--- src/rtl/patch_stream_gen.sv ---
// patch_stream_gen
//   Fetches a KxK window (all C channels) from a single-port image memory
//   with 1-cycle read latency and presents it as one wide patch word.
//   Window reuse:
//     HIT   - same coordinate as the held window: no reads at all.
//     SHIFT - same row, column advanced by STRIDE: only the STRIDE new
//             columns are read, and the held window slides left.
//     FULL  - anything else: all K*K taps are read.
//
// Optional feature macro: PATCH_PAD_EN
//   Defined  : req_i/req_j give the window centre, with K/2 zero padding on
//              every side. Taps outside the image keep their slot cycle
//              with mem_rd_en=0 and load zero.
//   Undefined: req_i/req_j give the top-left corner, and windows that do not
//              fit inside the image are rejected.
//
// Ports
//   clk, rst      clock, synchronous active-high reset
//   req_valid/req_ready, req_i, req_j    window request
//   mem_rd_en, mem_addr, mem_rd_data     image memory (data valid the cycle
//                                        after mem_rd_en)
//   patch_valid/patch_ready, patch_data  patch output; element (r,c,ch) at
//                                        bit ((r*K+c)*C+ch)*DW
//   full_load     patch came from a full KxK fetch
//   req_err       one-cycle pulse when a request is rejected
//   dbg_state     current FSM state (0 IDLE, 1 FETCH, 2 OUT)
//
// Handshake: a transfer happens on a rising edge where valid and ready are
// both 1. req_ready is 1 only in IDLE. patch_valid stays high with
// patch_data stable until patch_ready is sampled high. There is no request
// queueing: a request that coincides with the patch handshake is taken one
// cycle later, from IDLE.
module patch_stream_gen #(
  parameter int H      = 28,
  parameter int W      = 28,
  parameter int K      = 3,
  parameter int C      = 1,
  parameter int DW     = 8,
  parameter int STRIDE = 1
) (
  input  logic                     clk,
  input  logic                     rst,
  input  logic                     req_valid,
  output logic                     req_ready,
  input  logic [$clog2(H)-1:0]     req_i,
  input  logic [$clog2(W)-1:0]     req_j,
  output logic                     mem_rd_en,
  output logic [$clog2(H*W)-1:0]   mem_addr,
  input  logic [C*DW-1:0]          mem_rd_data,
  output logic                     patch_valid,
  input  logic                     patch_ready,
  output logic [K*K*C*DW-1:0]      patch_data,
  output logic                     full_load,
  output logic                     req_err,
  output logic [1:0]               dbg_state
);

  localparam int IW = $clog2(H);
  localparam int JW = $clog2(W);
  localparam int AW = $clog2(H*W);
  localparam int PW = C*DW;
  localparam int NB = K*K*PW;
  localparam int CW = ((IW > JW) ? IW : JW) + 2;
  localparam int NW = $clog2(K) + 1;
`ifdef PATCH_PAD_EN
  localparam int P = K/2;
`else
  localparam int P = 0;
`endif

  typedef enum logic [1:0] {
    S_IDLE  = 2'd0,
    S_FETCH = 2'd1,
    S_OUT   = 2'd2
  } state_t;

  state_t               state_q, state_d;
  logic [NB-1:0]        win_q, win_d;
  logic                 win_valid_q, win_valid_d;
  logic [IW-1:0]        last_i_q, last_i_d;
  logic [JW-1:0]        last_j_q, last_j_d;
  // Top-left image coordinate of the window; negative when padding applies.
  logic signed [CW-1:0] top_i_q, top_i_d;
  logic signed [CW-1:0] top_j_q, top_j_d;
  // Slot currently on the memory strobe (window row/column).
  logic                 iss_act_q, iss_act_d;
  logic [NW-1:0]        iss_row_q, iss_row_d;
  logic [NW-1:0]        iss_col_q, iss_col_d;
  // Slot whose data is on mem_rd_data this cycle.
  logic                 rsp_q, rsp_d;
  logic                 rsp_last_q, rsp_last_d;
  logic                 rsp_zero_q, rsp_zero_d;
  logic [NW-1:0]        rsp_row_q, rsp_row_d;
  logic [NW-1:0]        rsp_col_q, rsp_col_d;
  logic                 mem_rd_en_q, mem_rd_en_d;
  logic [AW-1:0]        mem_addr_q, mem_addr_d;
  logic                 patch_valid_q, patch_valid_d;
  logic                 full_load_q, full_load_d;
  logic                 req_err_q, req_err_d;
  logic                 req_ready_q, req_ready_d;

  logic                 accept, is_err, is_hit, is_shift, iss_go, inb;
  logic signed [CW-1:0] s_top_i, s_top_j;
  logic [NW-1:0]        s_row, s_col;
  int                   ri, rj, ir, jc;

  always_comb begin
    state_d       = state_q;
    win_d         = win_q;
    win_valid_d   = win_valid_q;
    last_i_d      = last_i_q;
    last_j_d      = last_j_q;
    top_i_d       = top_i_q;
    top_j_d       = top_j_q;
    rsp_d         = 1'b0;
    rsp_last_d    = 1'b0;
    rsp_zero_d    = 1'b0;
    rsp_row_d     = rsp_row_q;
    rsp_col_d     = rsp_col_q;
    iss_act_d     = 1'b0;
    iss_row_d     = iss_row_q;
    iss_col_d     = iss_col_q;
    mem_rd_en_d   = 1'b0;
    mem_addr_d    = mem_addr_q;
    patch_valid_d = patch_valid_q;
    full_load_d   = full_load_q;
    req_err_d     = 1'b0;
    iss_go        = 1'b0;
    s_top_i       = top_i_q;
    s_top_j       = top_j_q;
    s_row         = '0;
    s_col         = '0;

    ri = int'(req_i);
    rj = int'(req_j);
`ifdef PATCH_PAD_EN
    is_err = (ri > H-1) || (rj > W-1);
`else
    is_err = (ri > H-K) || (rj > W-K);
`endif
    is_hit   = win_valid_q && (ri == int'(last_i_q)) && (rj == int'(last_j_q));
    is_shift = win_valid_q && (ri == int'(last_i_q)) &&
               (rj == int'(last_j_q) + STRIDE);
    accept   = (state_q == S_IDLE) && req_valid && req_ready_q;

    case (state_q)
      S_IDLE: begin
        if (accept) begin
          if (is_err) begin
            req_err_d   = 1'b1;
            win_valid_d = 1'b0;
          end else begin
            last_i_d = req_i;
            last_j_d = req_j;
            if (is_hit) begin
              state_d       = S_OUT;
              patch_valid_d = 1'b1;
            end else begin
              state_d = S_FETCH;
              iss_go  = 1'b1;
              s_top_i = CW'(ri - P);
              s_top_j = CW'(rj - P);
              top_i_d = s_top_i;
              top_j_d = s_top_j;
              if (is_shift) begin
                full_load_d = 1'b0;
                s_col       = NW'(K - STRIDE);
                // Slide the held window left now; the vacated right-hand
                // columns are refilled by the reads that follow.
                for (int r = 0; r < K; r++) begin
                  for (int c = 0; c < K - STRIDE; c++) begin
                    win_d[(r*K+c)*PW +: PW] = win_q[(r*K+c+STRIDE)*PW +: PW];
                  end
                end
              end else begin
                full_load_d = 1'b1;
                s_col       = '0;
              end
            end
          end
        end
      end

      S_FETCH: begin
        if (rsp_q) begin
          win_d[(int'(rsp_row_q)*K + int'(rsp_col_q))*PW +: PW] =
            rsp_zero_q ? '0 : mem_rd_data;
        end
        if (rsp_q && rsp_last_q) begin
          state_d       = S_OUT;
          patch_valid_d = 1'b1;
          win_valid_d   = 1'b1;
        end
        // Column-major slot walk: rows 0..K-1 within each column.
        if (iss_act_q && !((iss_row_q == NW'(K-1)) && (iss_col_q == NW'(K-1)))) begin
          iss_go = 1'b1;
          if (iss_row_q == NW'(K-1)) begin
            s_row = '0;
            s_col = iss_col_q + NW'(1);
          end else begin
            s_row = iss_row_q + NW'(1);
            s_col = iss_col_q;
          end
        end
        rsp_d      = iss_act_q;
        rsp_row_d  = iss_row_q;
        rsp_col_d  = iss_col_q;
        rsp_last_d = iss_act_q && (iss_row_q == NW'(K-1)) && (iss_col_q == NW'(K-1));
        // A slot with no strobe is a padding tap and loads zero.
        rsp_zero_d = !mem_rd_en_q;
      end

      S_OUT: begin
        if (patch_ready) begin
          state_d       = S_IDLE;
          patch_valid_d = 1'b0;
        end
      end

      default: state_d = S_IDLE;
    endcase

    // Image coordinate and address of the slot issued next cycle.
    ir  = int'(s_top_i) + int'(s_row);
    jc  = int'(s_top_j) + int'(s_col);
    inb = (ir >= 0) && (ir < H) && (jc >= 0) && (jc < W);
    if (iss_go) begin
      iss_act_d = 1'b1;
      iss_row_d = s_row;
      iss_col_d = s_col;
      if (inb) begin
        mem_rd_en_d = 1'b1;
        mem_addr_d  = AW'(ir * W + jc);
      end
    end

    req_ready_d = (state_d == S_IDLE);
  end

  always_ff @(posedge clk) begin
    if (rst) begin
      state_q       <= S_IDLE;
      win_q         <= '0;
      win_valid_q   <= 1'b0;
      last_i_q      <= '0;
      last_j_q      <= '0;
      top_i_q       <= '0;
      top_j_q       <= '0;
      iss_act_q     <= 1'b0;
      iss_row_q     <= '0;
      iss_col_q     <= '0;
      rsp_q         <= 1'b0;
      rsp_last_q    <= 1'b0;
      rsp_zero_q    <= 1'b0;
      rsp_row_q     <= '0;
      rsp_col_q     <= '0;
      mem_rd_en_q   <= 1'b0;
      mem_addr_q    <= '0;
      patch_valid_q <= 1'b0;
      full_load_q   <= 1'b0;
      req_err_q     <= 1'b0;
      req_ready_q   <= 1'b0;
    end else begin
      state_q       <= state_d;
      win_q         <= win_d;
      win_valid_q   <= win_valid_d;
      last_i_q      <= last_i_d;
      last_j_q      <= last_j_d;
      top_i_q       <= top_i_d;
      top_j_q       <= top_j_d;
      iss_act_q     <= iss_act_d;
      iss_row_q     <= iss_row_d;
      iss_col_q     <= iss_col_d;
      rsp_q         <= rsp_d;
      rsp_last_q    <= rsp_last_d;
      rsp_zero_q    <= rsp_zero_d;
      rsp_row_q     <= rsp_row_d;
      rsp_col_q     <= rsp_col_d;
      mem_rd_en_q   <= mem_rd_en_d;
      mem_addr_q    <= mem_addr_d;
      patch_valid_q <= patch_valid_d;
      full_load_q   <= full_load_d;
      req_err_q     <= req_err_d;
      req_ready_q   <= req_ready_d;
    end
  end

  assign req_ready   = req_ready_q;
  assign mem_rd_en   = mem_rd_en_q;
  assign mem_addr    = mem_addr_q;
  assign patch_valid = patch_valid_q;
  assign patch_data  = win_q;
  assign full_load   = full_load_q;
  assign req_err     = req_err_q;
  assign dbg_state   = state_q;

endmodule

--- config.mk ---
export PLATFORM = sky130hd
export DESIGN_NAME = patch_stream_gen
export DESIGN_NICKNAME = d
export VERILOG_FILES = /design/src/rtl/patch_stream_gen.sv
export SDC_FILE = /design/constraint.sdc
export NUM_CORES = 1
export LEC_CHECK = 0
export CAP_MARGIN = 25
export CORE_MARGIN = 4
export CORE_UTILIZATION = 54
export DETAILED_ROUTE_END_ITERATION = 7
export GPL_ROUTABILITY_DRIVEN = 1
export HOLD_SLACK_MARGIN = 0.06
export PLACE_DENSITY = 0.8
export RECOVER_POWER = 25
export SLEW_MARGIN = 20
export SYNTH_ARGS = -nofsm -noshare
export SYNTH_HDL_FRONTEND = slang
export SYNTH_SLANG_ARGS = --single-unit
export TNS_END_PERCENT = 10
--- constraint.sdc ---
create_clock -name clk -period 8.6 [get_ports clk]
set_input_delay 2.15 -clock clk [delete_from_list [all_inputs] [get_ports clk]]
set_output_delay 2.15 -clock clk [all_outputs]
set_load 0.005 [all_outputs]
# Yosys cells after proc, flatten, opt, wreduce, memory -nomap -nowiden
# Index checks and enable logic that the tools add are counted.
# W data, S select, Z words.
[classes] eq_ne=16 n_bitwise=6 mux=60 n_addsub=8 order_cmp=6 n_shift=2 n_mul=2 n_reduce_logical=30
[ops] cell="$mux W16" count=12
[ops] cell="$pmux W16 S2" count=3
[ops] cell="$bwmux W72" count=1
[ops] cell="$shift A8 B33 Y72 const A" count=1
[ops] cell="$shiftx A8 B33 Y72" count=1
[ops] cell="$mux W64" count=1
[ops] cell="$mux W7" count=8
[ops] cell="$neg A9 Y33" count=1
[ops] cell="$mux W2" count=9
[ops] cell="$ne A2 B2 Y1 const B" count=9
[ops] cell="$add A7 B4 Y8" count=2
[ops] cell="$ge A8 B1 Y1 const B" count=2
[ops] cell="$lt A8 B6 Y1 const B" count=2
[ops] cell="$mux W1" count=15
[ops] cell="$mux W3" count=5
[ops] cell="$logic_and A1 B1 Y1" count=13
[ops] cell="$reduce_and A6 Y1" count=2
[ops] cell="$add A10 B8 Y10" count=1
[ops] cell="$eq A5 B5 Y1" count=2
[ops] cell="$gt A5 B5 Y1 const B" count=2
[ops] cell="$mul A8 B4 Y8 const B" count=1
[ops] cell="$mux W8" count=1
[ops] cell="$reduce_and A4 Y1" count=2
[ops] cell="$add A3 B1 Y3 const B" count=2
[ops] cell="other kinds (21)" count=32
[word_totals] ff_bits=130 output_inout_bits=89 word_cells=152

# Longest topological paths before layout
[logic_depth] depth_word=13 ltp_mapped=27 ltp_nobuf=25

# Least setup slack after synthesis
# OpenSTA, ideal clock, no wires.
[synth_path] path_kind="input port to flip-flop" start="in req_j[2]" end="reg mem_addr_q[9], in the netlist mem_addr[9]" n_path_buf=3 setup_ps=79 t_arrival_ps=7621 setup_slack_ps=899 path_stages=24 path_cell_list="buf_2 -> o211ai_2 -> o21ai_1 -> or4_1 -> buf_2 -> nor2_4 -> buf_2 -> mux2_2 -> ha_1 -> a21o_1 -> a21oi_1 -> xor2_1 -> inv_1 -> fa_1 -> fa_1 -> inv_1 -> ha_1 -> inv_1 -> o21bai_1 -> a21o_1 -> a21o_1 -> a21oi_1 -> xnor3_1 -> a211oi_2"
[synth_between] elab_chain_len=12
[synth_lines] element="start, declared" line_no="46" source="input logic [$clog2(W)-1:0] req_j,"
[synth_lines] element="parallel branches: the longest is 3 deep, another holds $gt A5 B5 Y1"
[synth_lines] element="$mux W7 *" line_no="149" source="if (is_err) begin"
[synth_lines] element="$mux W7 * (2 in series)"
[synth_lines] element="via s_top_i[1]" line_no="103" source="logic signed [CW-1:0] s_top_i, s_top_j;"
[synth_lines] element="$add A7 B4 Y8 *" line_no="224" source="ir = int'(s_top_i) + int'(s_row);"
[synth_lines] element="parallel branches: the longest is 5 deep, another holds $add A10 B8 Y10"
[synth_lines] element="end signal, assigned" line_no="280" source="mem_addr_q <= mem_addr_d;"
[synth_lines] element="end, declared" line_no="96" source="logic [AW-1:0] mem_addr_q, mem_addr_d;"
# Mark *: on every way through the listed nets, which the timed path passes.
# A chain may end at the register's enable or synchronous reset.

# Worst setup path in the final report
# Same ends and word-level chain as after synthesis.

==> flow_results.xml <==
<?xml version="1.0" encoding="UTF-8"?>
<metrics>
  <group name="detailed_routing">
    <metric name="drtIter0Drc" unit="">565</metric>
    <metric name="routedWlPerCell" unit="um">15.5</metric>
    <metric name="routed-via-count" unit="">6286</metric>
    <metric name="postRouteAntennaNets" unit="">0</metric>
    <metric name="finalWirelength" unit="um">17700</metric>
    <metric name="first_pass_iteration_count_of_the_detailed_router" unit="">6</metric>
    <metric name="post-route-drc-count" unit="">0</metric>
    <metric name="route.detailed.vias_per_inst" unit="">5.51</metric>
  </group>
  <group name="placement">
    <metric name="gp_routability_congestion" unit="">0.915</metric>
    <metric name="place.detailed.hpwl" unit="um">12900</metric>
    <metric name="port_buffers" unit="">110</metric>
  </group>
  <group name="grt">
    <metric name="grt_use_total" unit="%">24.7</metric>
    <metric name="grt_start_max_net_pins" unit="">70</metric>
    <metric name="first_global_vias" unit="">6041</metric>
    <metric name="grt_overflow" unit="">0</metric>
    <metric name="grt_first_pass_wirelength" unit="um">29300</metric>
    <metric name="grt_antenna_before_repair" unit="">0</metric>
  </group>
  <group name="clocking">
    <metric name="cts_inserted_buffers" unit="">17</metric>
    <metric name="clk_pin_slew_worst_paths" unit="ps">60</metric>
    <metric name="cts.root.buffer_cell" unit="">clkbuf_16</metric>
    <metric name="tritoncts" unit="">built</metric>
    <metric name="ctsHoldBuffers" unit="">0</metric>
    <metric name="clk_latency" unit="ps">420</metric>
    <metric name="htree_levels" unit="">4</metric>
    <metric name="max-clock-path-buffers" unit="">2</metric>
    <metric name="tritoncts_num_sinks" unit="">130</metric>
    <metric name="cts_resized" unit="">0</metric>
    <metric name="post_cts.repair.setup_buffers" unit="">0</metric>
  </group>
  <group name="critical_path">
    <metric name="critical_path_buf_inv_count" unit="">4</metric>
    <metric name="setup.worst_path.end_class" unit="">register</metric>
    <metric name="critical_path.startpoint" unit="">req_j[2]</metric>
    <metric name="maximum_fanout_encountered_on_the_critical_timing_path" unit="">8</metric>
    <metric name="timing.setup.critical_path_class" unit="">input port to register</metric>
    <metric name="cpLargestDelayFamily" unit="">adder cells</metric>
    <metric name="crit_slowest_cell" unit="">clkdlybuf4s50_1</metric>
    <metric name="worstSetupStartpointType" unit="">input port</metric>
    <metric name="cp_data_arrival_time" unit="ps">8100</metric>
    <metric name="timing.rr.start" unit="">last_j_q[4]</metric>
    <metric name="crit_path_cell_trace" unit="">clkdlybuf4s50_1 &gt; o211ai_2 &gt; o21ai_1 &gt; or4_1 &gt; nor2_4 &gt; mux2_2 &gt; ha_1 &gt; fa_1 &gt; xor2_1 &gt; ha_1 &gt; inv_1 &gt; fa_1 &gt; fa_1 &gt; inv_1 &gt; ha_1 &gt; inv_1 &gt; o21bai_1 &gt; a21o_1 &gt; a21o_1 &gt; a21oi_1 &gt; xnor3_1 &gt; a211oi_2</metric>
    <metric name="cpPeakStageDelay" unit="ps">560</metric>
    <metric name="worstPathRequired" unit="ps">8910</metric>
  </group>
  <group name="flow_run">
    <metric name="max_cap_viol_count" unit="">2</metric>
  </group>
  <group name="run_status">
    <metric name="result_of_the_run" unit="">finished with violations</metric>
    <metric name="failed_checks" unit="">max-capacitance violations, max-slew violations</metric>
  </group>
  <group name="cells_and_area">
    <metric name="antenna-diode-count" unit="">0</metric>
    <metric name="layout_area_overhead" unit="%">26.0</metric>
    <metric name="nets" unit="">1022</metric>
    <metric name="final_layout_size_suffix_gt1_share" unit="%">6.20</metric>
    <metric name="finalCoreUtilization" unit="%">70.0</metric>
  </group>
  <group name="synthesis">
    <metric name="synth_sequential_area_ratio" unit="%">37.0</metric>
    <metric name="synth.top_cell.area_share" unit="%">37.0</metric>
    <metric name="synth_flop_cell" unit="">dfxtp_1</metric>
    <metric name="synth.lib_cells_used.distinct" unit="">53</metric>
    <metric name="synthCells" unit="">858</metric>
    <metric name="synth_edf_count" unit="">0</metric>
    <metric name="synth.net_count" unit="">925</metric>
    <metric name="async_flop_share" unit="%">0</metric>
    <metric name="ys_ff_latch" unit="">130</metric>
    <metric name="post_synth.cell_area_avg" unit="sq um">8.21</metric>
    <metric name="synth.area.top_cells" unit="">dfxtp_1 37%, ha_1 6.0%, nand2_1 5.9%</metric>
    <metric name="synth.cell_area" unit="sq um">7040</metric>
    <metric name="syn_warnings" unit="">0</metric>
    <metric name="cell_type_with_the_highest_aggregate_area_in_the_netlist" unit="">dfxtp_1</metric>
  </group>
  <group name="timing">
    <metric name="fin_crit" unit="ps">7790</metric>
    <metric name="fmax" unit="MHz">128</metric>
    <metric name="grt_setup_unrepaired" unit="">no</metric>
    <metric name="final.setup.tns" unit="ps">0</metric>
    <metric name="relSlewSlack" unit="%">-104</metric>
    <metric name="finalHoldViolations" unit="">0</metric>
    <metric name="drv_slew" unit="">131</metric>
    <metric name="finalSetupViolCount" unit="">0</metric>
    <metric name="fin_crit_sh" unit="%">90.5</metric>
    <metric name="worst-slew-pin-transition" unit="ps">3050</metric>
    <metric name="clock_skew" unit="ps">6.40</metric>
  </group>
  <group name="pwr">
    <metric name="ir_worst_vdd" unit="mV">0.157</metric>
    <metric name="powerDensity" unit="nW/um^2">172</metric>
    <metric name="leakagePower" unit="uW">0.00359</metric>
  </group>
  <group name="floorplan">
    <metric name="fp.dieH" unit="um">122</metric>
    <metric name="placeableCoreArea" unit="sq um">12700</metric>
    <metric name="num_rows" unit="">41</metric>
    <metric name="start_util" unit="%">55.6</metric>
    <metric name="ioPinCount" unit="">111</metric>
    <metric name="floorplan.die.width" unit="um">122</metric>
    <metric name="die_outline_area" unit="sq um">14900</metric>
  </group>
  <group name="min_path">
    <metric name="timing.hold.worst.class" unit="">register to register</metric>
    <metric name="hold_start" unit="">mem_rd_en</metric>
  </group>
</metrics>
registers in the layout, indices dropped and copies added (netlist names):
name         cells
iss_row_q        3
last_i_q         5
patch_valid      1
rsp_row_q        3
rsp_last_q       1
top_i_q          7
dbg_state        2
mem_addr        10
mem_rd_en        1
top_j_q          7
last_j_q         5
iss_act_q        1
rsp_col_q        3
win_valid_q      1
rsp_q            1
rsp_zero_q       1
req_ready        1
req_err          1
full_load        1
iss_col_q        3
patch_data      72
layer usage:
layer / vias to the layer above / wire length [um] / global-route usage [%]
met5: - / 0 / 0
li1: 3167 / - / -
met3: 49 / 826 / 4.78
met2: 178 / 8930 / 43.1
met4: 0 / 603 / 11.0
met1: 2892 / 7350 / 29.5
logic make-up (layout without fill, tap and decap cells):
group / Yosys count / count (layout) / share of synthesized area [%]
adders and majority gates: 45 / 45 / 9.17
muxes: 27 / 27 / 4.21
xor gates and xnor gates: 44 / 44 / 5.78
and+or+nand+nor: 323 / 323 / 21.1
AOI/OAI and AO/OA: 208 / 208 / 18.1
DFF: 130 / 130 / 37.0
buffers and inverters: 81 / 191 / 4.64
cell type report:
class / instances / area (sq um)
Timing Repair Buffer: 118 / 1150
Fill cell: 1062 / 3800
Clock inverter: 12 / 180
Inverter: 41 / 154
Sequential cell: 130 / 2600
Tap cell: 172 / 215
Multi-Input combinational cell: 647 / 4110
Clock buffer: 20 / 457
cell usage in the layout (no fill, tap or decap), types with 17 or more instances in the layout:
| cell type | instances |
|---|---|
| a211oi_1 | 49 |
| a21oi_1 | 64 |
| clkbuf_16 | 17 |
| clkdlybuf4s50_1 | 66 |
| dfxtp_1 | 130 |
| dlygate4sd3_1 | 43 |
| ha_1 | 34 |
| inv_1 | 41 |
| mux2i_1 | 17 |
| nand2_1 | 110 |
| nand3_1 | 17 |
| nor2_1 | 109 |
| nor2b_1 | 19 |
| o21ai_0 | 56 |
| xnor2_1 | 25 |
| xor2_1 | 17 |
stage by stage:
step                      hold WS (ps)  area [sq um]  total power, uW  std cells  setup slack [ps]
after floorplan                    422          7040              728        858               899
after global placement             419          8240              767       1108               597
after detailed placement           420          8240              771       1108               438
after CTS                          431          8880             1540       1140               866
after global routing               488          8870             1590       1140               530
final                              433          8870             1530       1140               814
Yosys cell counts, drive strengths merged, types with 2 or more instances:
master,count
dfxtp,130
nor2,111
nand2,110
a21oi,64
o21ai,59
a211oi,52
inv,41
ha,34
clkbuf,27
xnor2,25
mux2i,19
nor2b,19
xor2,18
nand3,17
nand4,16
and2,13
buf,13
a21o,11
fa,11
or3,10
a22oi,9
nor3,9
mux2,8
nor4,5
nand2b,4
a31oi,3
o21bai,3
and4,2
nor3b,2
or4,2
final timing paths:
kind	end	depth (start not counted)	slack [ps]
worst max-delay path	mem_addr[9]	22	810
worst min register to register	rsp_zero_q	1	430
worst max register to register	mem_addr[9]	21	2820
worst min-delay path	rsp_zero_q	1	430
where the power goes:
part / switching [uW] / total [uW] / internal, uW
clock: 273 / 774 / 501
sequential: 7.50 / 619 / 612
combinational: 78.5 / 137 / 58.5
total: 359 / 1530 / 1170
(Power assumes the default switching activity.)
